## src/rtl/dsp_bus_bridge.sv

```systemverilog
// dsp_bus_bridge: decodes SNES cartridge-bus cycles into fixed-width DSPn
// register / data-RAM strobes and returns captured read data to the CPU bus.
module dsp_bus_bridge #(
  parameter int unsigned STROBE_LEN = 4,
  parameter int unsigned GAP_LEN    = 3
) (
  input  logic        CLK,
  input  logic        RST_N,
  input  logic        ENABLE,
  input  logic [1:0]  MAP,
  input  logic [23:0] CA,
  input  logic        CPU_RD_N,
  input  logic        CPU_WR_N,
  input  logic [7:0]  CPU_DI,
  output logic [7:0]  CPU_DO,
  output logic        CPU_DO_VALID,
  output logic        BUSY,
  output logic        DSP_CS_N,
  output logic        DSP_RD_N,
  output logic        DSP_WR_N,
  output logic        DSP_A0,
  output logic [7:0]  DSP_DI,
  input  logic [7:0]  DSP_DO,
  output logic        DSP_DP_SEL,
  output logic [11:0] DSP_DP_ADDR
);

  localparam int unsigned CNT_W  = 4;
  localparam int unsigned BANK_W = 7;
  localparam int unsigned ADDR_W = 12;
  localparam logic [CNT_W-1:0] STROBE_LAST = CNT_W'(STROBE_LEN - 1);
  localparam logic [CNT_W-1:0] GAP_LAST    = CNT_W'(GAP_LEN - 1);

  typedef enum logic [1:0] {
    ST_IDLE    = 2'd0,
    ST_ASSERT  = 2'd1,
    ST_RELEASE = 2'd2,
    ST_WAIT    = 2'd3
  } state_t;

  state_t              state_q;
  logic [CNT_W-1:0]    cnt_q;

  // CPU strobe history for falling-edge detection
  logic                rd_q, rd_qq, wr_q, wr_qq;

  // Access latched at the edge, used when the start is deferred by ENABLE=0
  logic                pend_q;
  logic                lat_rd_q;
  logic                lat_dp_q;
  logic                lat_a0_q;
  logic [ADDR_W-1:0]   lat_addr_q;
  logic [7:0]          lat_di_q;

  // Direction of the access in flight and early-release marker
  logic                dir_rd_q;
  logic                abort_q;

  // Address decode results for the current CPU address
  logic [BANK_W-1:0]   bank;
  logic                dec_reg;
  logic                dec_dp;
  logic                dec_a0;

  logic                rd_fall, wr_fall, one_low, start_edge;
  logic                go_rd, go_dp, go_a0;
  logic [ADDR_W-1:0]   go_addr;
  logic [7:0]          go_di;

  // CA[23] is a mirror bit and plays no part in the decode
  logic                unused_ca;
  assign unused_ca = CA[23];

  // Memory-map decode of the live CPU address
  always_comb begin
    bank    = CA[22:16];
    dec_reg = 1'b0;
    dec_dp  = 1'b0;
    dec_a0  = 1'b0;
    case (MAP)
      2'd0: begin
        if (bank[6:4] == 3'b011 && CA[15]) begin
          dec_reg = 1'b1;
          dec_a0  = CA[14];
        end
      end
      2'd1: begin
        if (bank[6:5] == 2'b00 && CA[15:13] == 3'b011) begin
          dec_reg = 1'b1;
          dec_a0  = CA[12];
        end
      end
      2'd2: begin
        if (CA[15:12] == 4'h0) begin
          if (bank[6:3] == 4'b1100) begin
            dec_reg = 1'b1;
            dec_a0  = CA[0];
          end else if (bank[6:3] == 4'b1101) begin
            dec_dp = 1'b1;
          end
        end
      end
      default: begin
        dec_reg = 1'b0;
      end
    endcase
  end

  // A start needs exactly one CPU strobe low, freshly fallen, on a decoded address
  assign rd_fall    = rd_qq & ~rd_q;
  assign wr_fall    = wr_qq & ~wr_q;
  assign one_low    = rd_q ^ wr_q;
  assign start_edge = (state_q == ST_IDLE) && !pend_q && one_low &&
                      (rd_fall || wr_fall) && (dec_reg || dec_dp);

  // Access parameters: live decode on an immediate start, latched copy otherwise
  assign go_rd   = pend_q ? lat_rd_q   : ~rd_q;
  assign go_dp   = pend_q ? lat_dp_q   : dec_dp;
  assign go_a0   = pend_q ? lat_a0_q   : dec_a0;
  assign go_addr = pend_q ? lat_addr_q : CA[11:0];
  assign go_di   = pend_q ? lat_di_q   : CPU_DI;

  // Access sequencer: edge capture, strobe timing, read capture
  always_ff @(posedge CLK) begin
    if (!RST_N) begin
      state_q      <= ST_IDLE;
      cnt_q        <= '0;
      rd_q         <= 1'b1;
      rd_qq        <= 1'b1;
      wr_q         <= 1'b1;
      wr_qq        <= 1'b1;
      pend_q       <= 1'b0;
      lat_rd_q     <= 1'b0;
      lat_dp_q     <= 1'b0;
      lat_a0_q     <= 1'b0;
      lat_addr_q   <= '0;
      lat_di_q     <= '0;
      dir_rd_q     <= 1'b0;
      abort_q      <= 1'b0;
      CPU_DO       <= '0;
      CPU_DO_VALID <= 1'b0;
      BUSY         <= 1'b0;
      DSP_CS_N     <= 1'b1;
      DSP_RD_N     <= 1'b1;
      DSP_WR_N     <= 1'b1;
      DSP_A0       <= 1'b0;
      DSP_DI       <= '0;
      DSP_DP_SEL   <= 1'b0;
      DSP_DP_ADDR  <= '0;
    end else begin
      rd_q  <= CPU_RD_N;
      rd_qq <= rd_q;
      wr_q  <= CPU_WR_N;
      wr_qq <= wr_q;

      if (start_edge) begin
        lat_rd_q   <= ~rd_q;
        lat_dp_q   <= dec_dp;
        lat_a0_q   <= dec_a0;
        lat_addr_q <= CA[11:0];
        lat_di_q   <= CPU_DI;
      end

      // An edge seen while stalled is held until ENABLE returns
      if (start_edge && !ENABLE) begin
        pend_q <= 1'b1;
      end

      // The bus mux must release as soon as the CPU ends its read
      if (CPU_DO_VALID && CPU_RD_N) begin
        CPU_DO_VALID <= 1'b0;
      end

      // A read released during the strobe never reports data
      if (state_q == ST_ASSERT && dir_rd_q && CPU_RD_N) begin
        abort_q <= 1'b1;
      end

      if (ENABLE) begin
        case (state_q)
          ST_IDLE: begin
            if (start_edge || pend_q) begin
              state_q     <= ST_ASSERT;
              cnt_q       <= '0;
              pend_q      <= 1'b0;
              abort_q     <= 1'b0;
              dir_rd_q    <= go_rd;
              BUSY        <= 1'b1;
              DSP_CS_N    <= go_dp;
              DSP_RD_N    <= ~go_rd;
              DSP_WR_N    <= go_rd;
              DSP_A0      <= go_a0;
              DSP_DP_SEL  <= go_dp;
              DSP_DP_ADDR <= go_addr;
              DSP_DI      <= go_di;
            end
          end
          ST_ASSERT: begin
            if (cnt_q == STROBE_LAST) begin
              state_q    <= ST_RELEASE;
              cnt_q      <= '0;
              DSP_CS_N   <= 1'b1;
              DSP_RD_N   <= 1'b1;
              DSP_WR_N   <= 1'b1;
              DSP_DP_SEL <= 1'b0;
              if (dir_rd_q && !abort_q && !CPU_RD_N) begin
                CPU_DO       <= DSP_DO;
                CPU_DO_VALID <= 1'b1;
              end
            end else begin
              cnt_q <= cnt_q + CNT_W'(1);
            end
          end
          ST_RELEASE: begin
            if (cnt_q == GAP_LAST) begin
              state_q <= ST_WAIT;
              cnt_q   <= '0;
            end else begin
              cnt_q <= cnt_q + CNT_W'(1);
            end
          end
          ST_WAIT: begin
            if (CPU_RD_N && CPU_WR_N) begin
              state_q <= ST_IDLE;
              BUSY    <= 1'b0;
            end
          end
          default: begin
            state_q <= ST_IDLE;
            BUSY    <= 1'b0;
          end
        endcase
      end
    end
  end

endmodule

```

## config.mk

```make
export PLATFORM = sky130hd
export DESIGN_NAME = dsp_bus_bridge
export DESIGN_NICKNAME = d
export VERILOG_FILES = /design/src/rtl/dsp_bus_bridge.sv
export SDC_FILE = /design/constraint.sdc
export NUM_CORES = 1
export LEC_CHECK = 0
export BUFFER_PORTS_ARGS = -buffer_cell sky130_fd_sc_hd__buf_2
export CAP_MARGIN = 30
export CORE_MARGIN = 2
export CORE_UTILIZATION = 40
export CTS_BUF_LIST = sky130_fd_sc_hd__clkbuf_4
export CTS_CLUSTER_DIAMETER = 200
export DETAILED_ROUTE_END_ITERATION = 10
export PLACE_DENSITY = 0.7
export SYNTH_ARGS = -nofsm -noshare
export SYNTH_HDL_FRONTEND = slang
export SYNTH_SLANG_ARGS = --single-unit
```

## constraint.sdc

```tcl
create_clock -name CLK -period 1.9 [get_ports CLK]
set_input_delay 0.38 -clock CLK [delete_from_list [all_inputs] [get_ports CLK]]
set_output_delay 0.38 -clock CLK [all_outputs]
set_load 0.01 [all_outputs]
```

* Word-level counts from Yosys, hierarchy flattened *
Cells that the tools add are included.

storage, ports and cells
  bits in registers = 71
  input bits = 47
  output and inout port bits = 35
  logic and storage cells = 132

cells by class
  add/sub/neg operators = 1
  equal/unequal tests = 15
  mux-type cells = 53
  bitwise logic cells = 6
  reductions and logical operators = 33

operators by type and width
  cell                 count
  $mux 1               35
  $logic_and 1x1->1    13
  $mux 12              1
  $mux 4               3
  $pmux 4 s3           1
  $reduce_and 4->1     3
  $pmux 1 s2           5
  $eq 4x2->1 const B   2
  $eq 4x4->1 const B   2
  $mux 2               4
  $mux 8               1
  $pmux 2 s4           1
  $eq 2x2->1 const B   3
  $eq 3x2->1 const B   2
  $logic_not 2->1      3
  $pmux 1 s3           2
  $reduce_and 3->1     2
  $reduce_and 5->1     1
  $add 4x1->4 const B  1
  $eq 2x1->1 const B   2
  $logic_not 1->1      4
  $logic_not 4->1      1
  $ne 2x1->1 const B   2
  $ne 2x2->1 const B   2
  6 further kinds      12

* Depth between registers and ports, before layout *
Gate-level depths: netlist (run 1).

  depth in word-level cells = 12
  depth in mapped cells = 9
  gate-level depth less buffers = 7

* Least setup slack after synthesis (run 1) *
No wires, ideal clock.

  kind = input to register
  start point = input port CA[22]
  end point = register DSP_DI[0]
  library setup time = 0.085 ns
  data arrival time = 1.920 ns
  path slack = -0.105 ns
  cell stages on the path = 7
  buffers on the path = 2
  path through = or4b_1 nor3_4 o31a_1 buf_4 o21ai_2 buf_4 o31ai_2

on the way
  cells in the longest elaborated chain, start to end = 9

RTL lines
  what                                   RTL line  RTL
  from (decl)                            11        input logic [23:0] CA,
  $eq 4x4->1                             98        end else if (bank[6:3] == 4'b1101) begin
  $mux 1                                 98
  $mux 1                                 95        if (bank[6:3] == 4'b1100) begin
  $mux 1                                 94        if (CA[15:12] == 4'h0) begin
  $mux 1                                 80        case (MAP)
  $logic_or 1x1->1 (*)                   114       (rd_fall || wr_fall) && (dec_reg || dec_dp);
  $logic_and 1x1->1 (*)                  114
  $logic_or 1x1->1 (*)                   182       if (start_edge || pend_q) begin
  $reduce_and 3->1 (no source line) (*)  n/a
  to (signal assigned)                   195       DSP_DI <= go_di;
  to (decl)                              22        output logic [7:0] DSP_DI,

Mark *: on every way between the ends. The rest lies on a longest branch, timed or not.
A chain may end at the register's enable or synchronous reset.

* Final worst setup path (run 1) *
  start point = register state_q[1]
  end point = register cnt_q[3]

on the way
  cells in the longest elaborated chain, start to end = 8

RTL lines
  what                               RTL line  RTL
  from (decl)                        41        state_t state_q;
  from (signal assigned)             126       state_q <= ST_IDLE;
  from (signal assigned)             183       state_q <= ST_ASSERT;
  from (signal assigned)             200       state_q <= ST_RELEASE;
  $logic_not 2->1                    113, 180
  $logic_and 1x1->1 (3 in series)    113       assign start_edge = (state_q == ST_IDLE) && !pend_q && one_low &&
  $logic_and 1x1->1                  114
  $logic_or 1x1->1                   182
  $ne 2x1->1 (no source line)        n/a
  $reduce_and 3->1 (no source line)  n/a
  to (signal assigned)               211       cnt_q <= cnt_q + CNT_W'(1);
  to (signal assigned)               219       cnt_q <= cnt_q + CNT_W'(1);
  to (decl)                          42        logic [CNT_W-1:0] cnt_q;

Parallel ways exist; a longest one is shown, timed or not.

==> metrics.cfg, run 1 <==
[floorplanning]
std_cell_rows=33
core_area_mm2=0.00813
die_width_um=95.2
fp.dieArea_mm2=0.00905
floorplan.die.height_um=95.2
top_level_ports=82
starting_density=0.409

[flow_run]
max_cap_violations=0

[routing]
route.antenna.remaining_nets=0
first_pass_iters=4
wirelength_um=8430
detailedRoute.firstIterationViolations=136
drt-wirelength-per-cell_um=15.0
vias=3068
detail_route.drc_violations=0
via_per_inst=5.47

[critical_path]
critPathKind=reg -> reg
worst-r2r-setup-slack_ps=120
worstReg2RegStart=state_q[1]
r2r_cells=7
timing.critical_path.buf_inv=1
timing.critical_path.arrival_ps=2150
crit_chain=buf_4 > ha_1 > o22a_1 > a221oi_1 > nand2b_2 > or4_1 > o22ai_1
reg2reg_to=cnt_q[3]
critical-path-max-stage-delay_ps=470
timing.critical_path.to_type=flop
critPathRequiredTime_ps=2260
critPathTopFamily=simple AND/OR/NAND/NOR gates
timing.critical_path.from_type=flop
worst_path_max_delay_cell=sky130_fd_sc_hd__or4_1
cp_max_fo=6

[power]
powerDensity_mw_per_mm2=661
power.share.combinational=0.071
p_leak_nw=1.72
power.net_switching_mw=0.687
power.internal_mw=2.12
clockPowerShare=0.395
proportion_of_total_power_due_to_net_switching=0.245
vdd_ir_drop_max_uv=347
totalPowerFinal_mw=2.81
pwr-share-seq=0.535

[clock_tree]
htreeDepth=3
cts.path.max_buffers=2
clock_insertion_delay_worst_skew_ps=430
clock_sinks=71
tritoncts=built
clk_pin_slew_worst_paths_ps=130
cts-buffers-inserted=9
cts_hold_buf=0
post_cts.repair.setup_buffers=0
clock-root-buffer=sky130_fd_sc_hd__clkbuf_4

[synth]
synth-edff-count=0
synthesis.yosys.warnings=0
synth_top_area_frac=0.428
syn-instance-count=358
ffs_w_async_s_r_synth=0
syn-num-nets=413
ys_dominant_reg_cell=sky130_fd_sc_hd__dfxtp_1
synth_sequential_area_ratio=0.428
syn-cell-area_mm2=0.00332
mean_post_synth_cell_area_um2=9.28
synth-seq-cells=71
synth.area.top_cells=sky130_fd_sc_hd__dfxtp_1 (43%), sky130_fd_sc_hd__mux2i_1 (10%), sky130_fd_sc_hd__o31ai_2 (7.2%)
post_synth_num_cell_types=49
synth_top_area_cell=sky130_fd_sc_hd__dfxtp_1

[cells_and_area]
regArea_mm2=0.00142
layout_utilization=0.523
insertedDiodeCount=0
final.fill_count=760
layout-drive-gt1-share=0.362
finalNetCount=506
multiInputGateArea_mm2=0.00180
most-common-layout-cells=sky130_fd_sc_hd__buf_2 (77), sky130_fd_sc_hd__dfxtp_1 (70), sky130_fd_sc_hd__nand2_1 (38)
area_growth_syn_to_layout_pct=28.0
layout.cells.most_common=sky130_fd_sc_hd__buf_2

[sta]
worstMarginPinSlew_ps=485
setup_violations=0
achievable-frequency_mhz=560
max_clock_skew_ps=17.5
timing.max_slew.rel_slack=0.676
fin_crit_ps=1780
timing_hold_violations_final=0
final_min_period_over_clock_period=0.939
final-max-slew-violation-count=0

[hold_path]
min-delay-path-class=in -> reg
min-delay-start=CPU_WR_N
min_delay_path_depth=2
whs_endpoint=wr_q

[global_route]
grt_antenna_before_repair=0
groute.usage.overall=0.190
grt_max_degree=45
grt_remaining_overflow=0
grt_first_pass_wirelength_um=13300
number_of_global_route_vias_before_repair=2805

[place]
io_buffers=77
place.detailed.hpwl_um=5710
place_congestion=0.821

[outcome]
outcome=complete, no violations

registers in the layout, indices dropped and copies added (netlist names), 2 cells and up:
name,flops
lat_di_q,8
CPU_DO,8
cnt_q,4
DSP_DP_ADDR,12
state_q,2
DSP_DI,8
lat_addr_q,12
how the worst max path moves through the flow:
stage | start | end | slack (ps) | depth (start not counted)
floorplan | CA[15] | DSP_DI[5] | -20 | 7
global placement | CA[15] | cnt_q[1] | -210 | 9
detailed placement | CA[15] | state_q[0] | -240 | 8
CTS | state_q[0] | DSP_RD_N | 30 | 6
global route | cnt_q[0] | DSP_CS_N | -30 | 6
finish | state_q[1] | cnt_q[3] | 120 | 7
kinds of logic (layout without fill, tap and decap cells):
| kind of cell | Yosys count | in the layout | share of synthesized area |
|---|---|---|---|
| muxes | 35 | 35 | 0.106 |
| adders and majority gates | 8 | 8 | 0.0301 |
| buffers and inverters | 40 | 138 | 0.0508 |
| DFF | 71 | 71 | 0.428 |
| AOI/OAI and AO/OA | 76 | 76 | 0.186 |
| and+or+nand+nor | 128 | 128 | 0.200 |
final cells by class:
type | instances | share of cell area
multi-input combinational | 247 | 0.424
sequential | 71 | 0.334
timing repair buffer | 112 | 0.164
tap | 105 | 0.0309
clock inverter | 6 | 0.0200
clock buffer | 10 | 0.0176
inverter | 10 | 0.00882
timing repair:
item	in CTS	in global routing
setup endpoints to repair	2	14
gates resized for setup	1	10
pin swaps	0	0
synthesized netlist by cell type (all sizes together) (2+ instances only):
library cell / count
a311oi: 2
nand2b: 6
or3: 3
nand4: 22
and3: 2
o31ai: 21
dfxtp: 71
buf: 8
mux2i: 34
clkbuf: 22
o2111ai: 2
inv: 10
or4: 2
o21ai: 9
o221a: 2
nor2: 13
nand2: 38
nor2b: 3
nand3: 25
a211oi: 3
ha: 8
nor3: 5
nor3b: 2
a31oi: 2
o311ai: 2
and4: 2
a21oi: 24
and2: 2
power by group through the flow:
stage / logic [mW] / clock network, mW / registers (mW)
CTS: 0.196 / 1.13 / 1.50
global placement: 0.191 / 0 / 1.54
finish: 0.199 / 1.11 / 1.50
detailed placement: 0.195 / 0 / 1.54
floorplan: 0.0947 / 0 / 1.54
global route: 0.218 / 1.20 / 1.50
stage by stage:
stage          TNS, ps  hold slack (ps)  setup slack [ps]  instances  cell area (um2)
2_1_floorplan     -547              424             -22.5        358             3340
3_3_place_gp     -9340              441              -209        545             4050
3_5_place_dp    -10440              446              -237        545             4050
4_1_cts              0              155              34.7        561             4220
5_1_grt          -59.0              154             -28.2        561             4250
6_report             0              175               116        561             4250
worst register-to-register path: stages, from the launching register on:
cell,delay (ps)
sky130_fd_sc_hd__dfxtp_1,360
sky130_fd_sc_hd__buf_4,130
sky130_fd_sc_hd__ha_1,180
sky130_fd_sc_hd__o22a_1,160
sky130_fd_sc_hd__a221oi_1,60
sky130_fd_sc_hd__nand2b_2,230
sky130_fd_sc_hd__or4_1,470
sky130_fd_sc_hd__o22ai_1,120
metal layers:
layer | up-vias | track usage | routed length [um]
met5 | - | 0 | 0
li1 | 1504 | - | -
met3 | 12 | 0.0403 | 424
met2 | 80 | 0.311 | 4200
met4 | 0 | 0.0942 | 164
met1 | 1472 | 0.238 | 3640
Power figures use the tool's default switching activity.
==> run 2, diff against run 1 <==
--- a/config.mk
+++ b/config.mk
@@ -13,6 +13,7 @@
 export CTS_CLUSTER_DIAMETER = 200
 export DETAILED_ROUTE_END_ITERATION = 10
 export PLACE_DENSITY = 0.7
+export SETUP_SLACK_MARGIN = 0.3
 export SYNTH_ARGS = -nofsm -noshare
 export SYNTH_HDL_FRONTEND = slang
 export SYNTH_SLANG_ARGS = --single-unit
==> metrics.cfg, run 2 (synthesis results as in run 1) <==
[outcome]
outcome=complete, no violations  ; unchanged

[routing]
via_per_inst=5.55  ; was 5.47
drt-wirelength-per-cell_um=16.4  ; was 15.0 um
detailedRoute.firstIterationViolations=120  ; was 136
route.antenna.remaining_nets=0  ; unchanged
vias=3176  ; was 3,068
wirelength_um=9410  ; was 8430 um
first_pass_iters=4  ; unchanged
detail_route.drc_violations=0  ; unchanged

[cells_and_area]
reg.largest.list=DSP_DP_ADDR (12), lat_addr_q (12)  ; unchanged
layout_utilization=0.580  ; was 0.523
final.fill_count=673  ; was 760
layout.cells.most_common=sky130_fd_sc_hd__buf_2  ; unchanged
finalNetCount=517  ; was 506
area_growth_syn_to_layout_pct=42.1  ; was 28.0%
most-common-layout-cells=sky130_fd_sc_hd__buf_2 (75), sky130_fd_sc_hd__dfxtp_1 (67), sky130_fd_sc_hd__nand2_1 (36)  ; was sky130_fd_sc_hd__buf_2 (77), sky130_fd_sc_hd__dfxtp_1 (70), sky130_fd_sc_hd__nand2_1 (38)
layout-drive-gt1-share=0.431  ; was 0.362

[sta]
rsz_0062_raised_after_global_routing=true
fin_crit_ps=1690  ; was 1780 ps
timing.max_slew.rel_slack=0.678  ; was 0.676
achievable-frequency_mhz=592  ; was 560 MHz
fin_worst_hold_slack_ps=162  ; was 175 ps
worstMarginPinSlew_ps=482  ; was 485 ps
timing_hold_violations_final=0  ; unchanged
final_min_period_over_clock_period=0.889  ; was 0.939
setup_violations=0  ; unchanged
max_clock_skew_ps=17.7  ; was 17.5 ps
final-max-slew-violation-count=0  ; unchanged

[power]
vdd_ir_drop_max_uv=304  ; was 347 uV
p_leak_nw=1.87  ; was 1.72 nW
powerDensity_mw_per_mm2=567  ; was 661 mW/mm2

[global_route]
groute.usage.overall=0.204  ; was 0.190
grt_first_pass_wirelength_um=14200  ; was 13,300 um
grt_remaining_overflow=0  ; unchanged
number_of_global_route_vias_before_repair=2982  ; was 2,805
grt_max_degree=45  ; unchanged
grt_antenna_before_repair=2  ; was 0

[clock_tree]
cts-buffers-inserted=9  ; unchanged
clk_pin_slew_worst_paths_ps=110  ; was 130 ps
tritoncts=built  ; unchanged
cts.path.max_buffers=2  ; unchanged
clock-root-buffer=sky130_fd_sc_hd__clkbuf_4  ; unchanged
htreeDepth=3  ; unchanged
clock_insertion_delay_worst_skew_ps=420  ; was 430 ps
cts_hold_buf=0  ; unchanged
clock_sinks=71  ; unchanged

[floorplanning]
starting_density=0.409  ; unchanged
die_width_um=95.2  ; unchanged
std_cell_rows=33  ; unchanged
floorplan.die.height_um=95.2  ; unchanged
fp.dieArea_mm2=0.00905  ; unchanged
top_level_ports=82  ; unchanged
core_area_mm2=0.00813  ; unchanged

[flow_run]
max_cap_violations=0  ; unchanged

[critical_path]
timing.critical_path.to=cnt_q[3]  ; unchanged
cp_max_fo=4  ; was 6
r2r_cells=7  ; unchanged
timing.critical_path.from_type=input pin  ; was flop
worst-r2r-setup-slack_ps=250  ; was 120 ps
timing.critical_path.arrival_ps=1990  ; was 2150 ps
worstReg2RegStart=state_q[1]  ; unchanged
reg2reg_to=cnt_q[3]  ; unchanged
critical_path.startpoint=CA[22]  ; was state_q[1]
timing.critical_path.to_type=flop  ; unchanged
critPathKind=in -> reg  ; was reg -> reg
critPathRequiredTime_ps=2200  ; was 2260 ps

[hold_path]
min-delay-path-class=in -> reg  ; unchanged

[place]
io_buffers=77  ; unchanged
place_congestion=0.765  ; was 0.821
place.detailed.hpwl_um=5700  ; was 5710 um

-- run 2: cell count changes in the layout (fill, tap and decap cells not counted), moves of 3 or more --
cell / before / now
sky130_fd_sc_hd__a211oi_2: 0 / 3
sky130_fd_sc_hd__buf_6: 0 / 13
sky130_fd_sc_hd__buf_12: 4 / 8
sky130_fd_sc_hd__buf_4: 31 / 23
sky130_fd_sc_hd__dfxtp_1: 70 / 67
sky130_fd_sc_hd__dfxtp_4: 0 / 4
sky130_fd_sc_hd__a211oi_1: 3 / 0
-- run 2: final cells by class --
class	count	area, um2	area share
Tap cell	105	131	0.0278
Sequential cell	71	1440	0.304
Clock inverter	4	47.5	0.0101
Clock buffer	11	82.6	0.0175
Timing Repair Buffer	123	960	0.203
Inverter	10	45.0	0.00954
Antenna cell	1	2.50	0.000530
Multi-Input combinational cell	247	2020	0.427
-- run 2: how the worst min path moves through the flow --
stage,from,to,slack [ps],cells past startpoint
2_1_floorplan,wr_q,wr_qq,420,1
3_3_place_gp,lat_di_q[6],lat_di_q[6],440,2
3_5_place_dp,lat_addr_q[6],lat_addr_q[6],450,2
4_1_cts,CPU_WR_N,wr_q,130,2
5_1_grt,CPU_WR_N,wr_q,140,2
6_report,CPU_WR_N,wr_q,160,2
-- run 2: layer usage --
| metal | GRT usage | vias to the layer above | share of wire |
|---|---|---|---|
| li1 | - | 1526 | - |
| met1 | 0.243 | 1512 | 0.42 |
| met2 | 0.343 | 118 | 0.49 |
| met3 | 0.0522 | 18 | 0.063 |
| met4 | 0.0942 | 2 | 0.020 |
| met5 | 0 | - | 0.00074 |
-- run 2: timing repair --
action | in CTS | in global routing
endpoints found under the hold margin | 0 | 0
gates cloned | 4 | 2
setup buffers | 7 | 2
resized for setup | 47 | 28
endpoints found under the setup margin | 65 | 64
pin swaps | 10 | 8
-- run 2: critical path, stage by stage --
cell and delay (ps):
sky130_fd_sc_hd__buf_6 90, sky130_fd_sc_hd__or4b_4 550, sky130_fd_sc_hd__nor3_4 190, sky130_fd_sc_hd__o31a_1 190
sky130_fd_sc_hd__buf_12 130, sky130_fd_sc_hd__buf_12 110, sky130_fd_sc_hd__buf_6 100, sky130_fd_sc_hd__o221a_4 190
sky130_fd_sc_hd__o22ai_2 70
-- run 2: power breakdown --
group	switching, mW	internal [mW]
Combinational	0.133	0.0981
Clock	0.529	0.421
Sequential	0.00592	1.49
Total	0.668	2.01
-- run 2: metrics by stage --
step | cell area, um2 | instances | setup slack, ps | setup TNS, ps | total power, mW
after floorplan | 3350 | 358 | -22.4 | -548 | 1.63
after global placement | 4050 | 541 | -200 | -8740 | 1.73
after detailed placement | 4050 | 541 | -281 | -11690 | 1.73
after CTS | 4530 | 567 | 254 | 0 | 2.68
after global routing | 4720 | 572 | 185 | 0 | 2.79
final | 4720 | 572 | 210 | 0 | 2.68
==> run 3, diff against run 2 <==
--- a/config.mk
+++ b/config.mk
@@ -13,7 +13,7 @@
 export CTS_CLUSTER_DIAMETER = 200
 export DETAILED_ROUTE_END_ITERATION = 10
 export PLACE_DENSITY = 0.7
-export SETUP_SLACK_MARGIN = 0.3
+export SETUP_SLACK_MARGIN = 0.05
 export SYNTH_ARGS = -nofsm -noshare
 export SYNTH_HDL_FRONTEND = slang
 export SYNTH_SLANG_ARGS = --single-unit
==> metrics.cfg, run 3 (synthesis results as in run 1) <==
[outcome]
outcome=complete, no violations  ; unchanged

[routing]
route.antenna.remaining_nets=0  ; unchanged
via_per_inst=5.39  ; was 5.55
vias=3019  ; was 3,176
wirelength_um=8250  ; was 9410 um
detail_route.drc_violations=0  ; unchanged
detailedRoute.firstIterationViolations=137  ; was 120
drt-wirelength-per-cell_um=14.7  ; was 16.4 um
first_pass_iters=4  ; unchanged

[clock_tree]
clock_insertion_delay_worst_skew_ps=430  ; was 420 ps
cts.repair.resized=0  ; was 47
cts-buffers-inserted=9  ; unchanged
htreeDepth=3  ; unchanged
post_cts.repair.setup_buffers=0  ; was 7
clock-root-buffer=sky130_fd_sc_hd__clkbuf_4  ; unchanged
clk_pin_slew_worst_paths_ps=120  ; was 110 ps
clock_sinks=71  ; unchanged
cts_hold_buf=0  ; unchanged
cts.path.max_buffers=2  ; unchanged
tritoncts=built  ; unchanged

[hold_path]
min_delay_path_depth=2  ; unchanged
min-delay-path-class=in -> reg  ; unchanged
min-delay-start=CPU_WR_N  ; unchanged
whs_endpoint=wr_q  ; unchanged

[critical_path]
timing.critical_path.to_type=flop  ; unchanged
crit_chain=inv_1 > ha_1 > nand2_1 > or4_4 > and2_1 > a41oi_1  ; was buf_6 > or4b_4 > nor3_4 > o31a_1 > buf_12 > buf_12 > buf_6 > o221a_4 > o22ai_2
reg2reg_to=DSP_CS_N  ; was cnt_q[3]
cp_max_fo=4  ; unchanged
timing.critical_path.from_type=flop  ; was input pin
worst_path_max_delay_cell=sky130_fd_sc_hd__or4_4  ; was sky130_fd_sc_hd__or4b_4
critPathKind=reg -> reg  ; was in -> reg
worst-r2r-setup-slack_ps=100  ; was 250 ps
timing.critical_path.buf_inv=1  ; was 4
timing.critical_path.arrival_ps=2150  ; was 1990 ps
critPathTopFamily=simple AND/OR/NAND/NOR gates  ; unchanged
worstReg2RegStart=state_q[0]  ; was state_q[1]
critPathRequiredTime_ps=2250  ; was 2200 ps
r2r_cells=6  ; was 7
critical-path-max-stage-delay_ps=590  ; was 550 ps

[floorplanning]
floorplan.die.height_um=95.2  ; unchanged
core_area_mm2=0.00813  ; unchanged
starting_density=0.409  ; unchanged
std_cell_rows=33  ; unchanged
die_width_um=95.2  ; unchanged
fp.dieArea_mm2=0.00905  ; unchanged
top_level_ports=82  ; unchanged

[cells_and_area]
finalInstanceArea_mm2=0.00424  ; was 0.00472 mm2
layout-drive-gt1-share=0.354  ; was 0.431
regArea_mm2=0.00142  ; was 0.00144 mm2
multiInputGateArea_mm2=0.00179  ; was 0.00202 mm2
most-common-layout-cells=sky130_fd_sc_hd__buf_2 (77), sky130_fd_sc_hd__dfxtp_1 (71), sky130_fd_sc_hd__nand2_1 (38)  ; was sky130_fd_sc_hd__buf_2 (75), sky130_fd_sc_hd__dfxtp_1 (67), sky130_fd_sc_hd__nand2_1 (36)
layout.cells.most_common=sky130_fd_sc_hd__buf_2  ; unchanged
finalNetCount=505  ; was 517
final.fill_count=732  ; was 673
area_growth_syn_to_layout_pct=27.5  ; was 42.1%
reg.largest.list=DSP_DP_ADDR (12), lat_addr_q (12)  ; unchanged
insertedDiodeCount=0  ; was 1
layout_utilization=0.521  ; was 0.580

[sta]
worstMarginPinSlew_ps=470  ; was 482 ps
setup_violations=0  ; unchanged
fin_worst_hold_slack_ps=163  ; was 162 ps
final_min_period_over_clock_period=0.948  ; was 0.889
fin_crit_ps=1800  ; was 1690 ps
final.setup.tns_ps=0  ; unchanged
achievable-frequency_mhz=555  ; was 592 MHz
timing.max_slew.rel_slack=0.686  ; was 0.678
max_clock_skew_ps=9.47  ; was 17.7 ps
timing_hold_violations_final=0  ; unchanged
rsz_0062_raised_after_global_routing=true  ; unchanged
final-max-slew-violation-count=0  ; unchanged

[place]
io_buffers=77  ; unchanged
placed_cell_area_mm2=0.00404  ; was 0.00405 mm2
place_congestion=0.825  ; was 0.765
place.detailed.hpwl_um=5620  ; was 5700 um

[global_route]
global_route.usage.met3=0.0443  ; was 0.0522
groute.layer.met2.usage=0.282  ; was 0.343
grt_first_pass_wirelength_um=13000  ; was 14,200 um
grtUsageMet1=0.243  ; about the same
grt_max_degree=45  ; unchanged
grt_remaining_overflow=0  ; unchanged
groute.usage.overall=0.184  ; was 0.204
grt_antenna_before_repair=1  ; was 2
busiest_layer=met2  ; unchanged
number_of_global_route_vias_before_repair=2771  ; was 2,982

[power]
power.internal_mw=2.12  ; was 2.01 mW
p_leak_nw=1.72  ; was 1.87 nW
powerDensity_mw_per_mm2=664  ; was 567 mW/mm2
clockPowerShare=0.394  ; was 0.355
pwr-share-seq=0.534  ; was 0.559
power.net_switching_mw=0.695  ; was 0.668 mW
power.share.combinational=0.071  ; was 0.086
vdd_ir_drop_max_uv=275  ; was 304 uV
totalPowerFinal_mw=2.81  ; was 2.68 mW
proportion_of_total_power_due_to_net_switching=0.247  ; was 0.249

[flow_run]
max_cap_violations=0  ; unchanged

run 3: power by group through the flow:
stage | Clock, mW | Sequential [mW] | Combinational, mW
2_1_floorplan | 0 | 1.54 | 0.0948
3_3_place_gp | 0 | 1.54 | 0.194
3_5_place_dp | 0 | 1.54 | 0.198
4_1_cts | 1.15 | 1.50 | 0.199
5_1_grt | 1.20 | 1.50 | 0.220
6_report | 1.11 | 1.50 | 0.201
run 3: worst max path at each step:
stage,slack [ps],from,cells past startpoint,endpoint
2_1_floorplan,-20,CA[15],7,DSP_DI[5]
3_3_place_gp,-180,CA[15],8,DSP_DP_ADDR[1]
3_5_place_dp,-220,CA[15],8,DSP_DP_ADDR[2]
4_1_cts,80,state_q[0],6,DSP_CS_N
5_1_grt,8,state_q[1],9,CPU_DO[7]
6_report,100,state_q[0],6,DSP_CS_N
run 3: per-layer routing:
layer | share of wire | wire length [um]
met2 | 0.46 | 3830
met3 | 0.075 | 620
met4 | 0.017 | 140
met5 | 0.0016 | 13
met1 | 0.44 | 3650
run 3: final cells by class:
| cell class | count | share of cell area |
|---|---|---|
| clock buffer | 9 | 0.0159 |
| clock inverter | 7 | 0.0224 |
| inverter | 10 | 0.00886 |
| multi-input combinational | 247 | 0.422 |
| sequential | 71 | 0.335 |
| tap | 105 | 0.0310 |
| timing repair buffer | 111 | 0.164 |
run 3: through the flow:
step,cells,setup WS [ps]
floorplan,358,-22.5
global placement,544,-175
detailed placement,544,-216
CTS,560,83.6
global route,560,7.51
finish,560,98.3
run 3: worst reg2reg max path: cells and delay by family (launching register included):
family	cells	cell delay [ps]
compound gates	1	180
fa+ha+maj	1	190
buf+inv	1	100
flops	1	350
simple gates	3	910
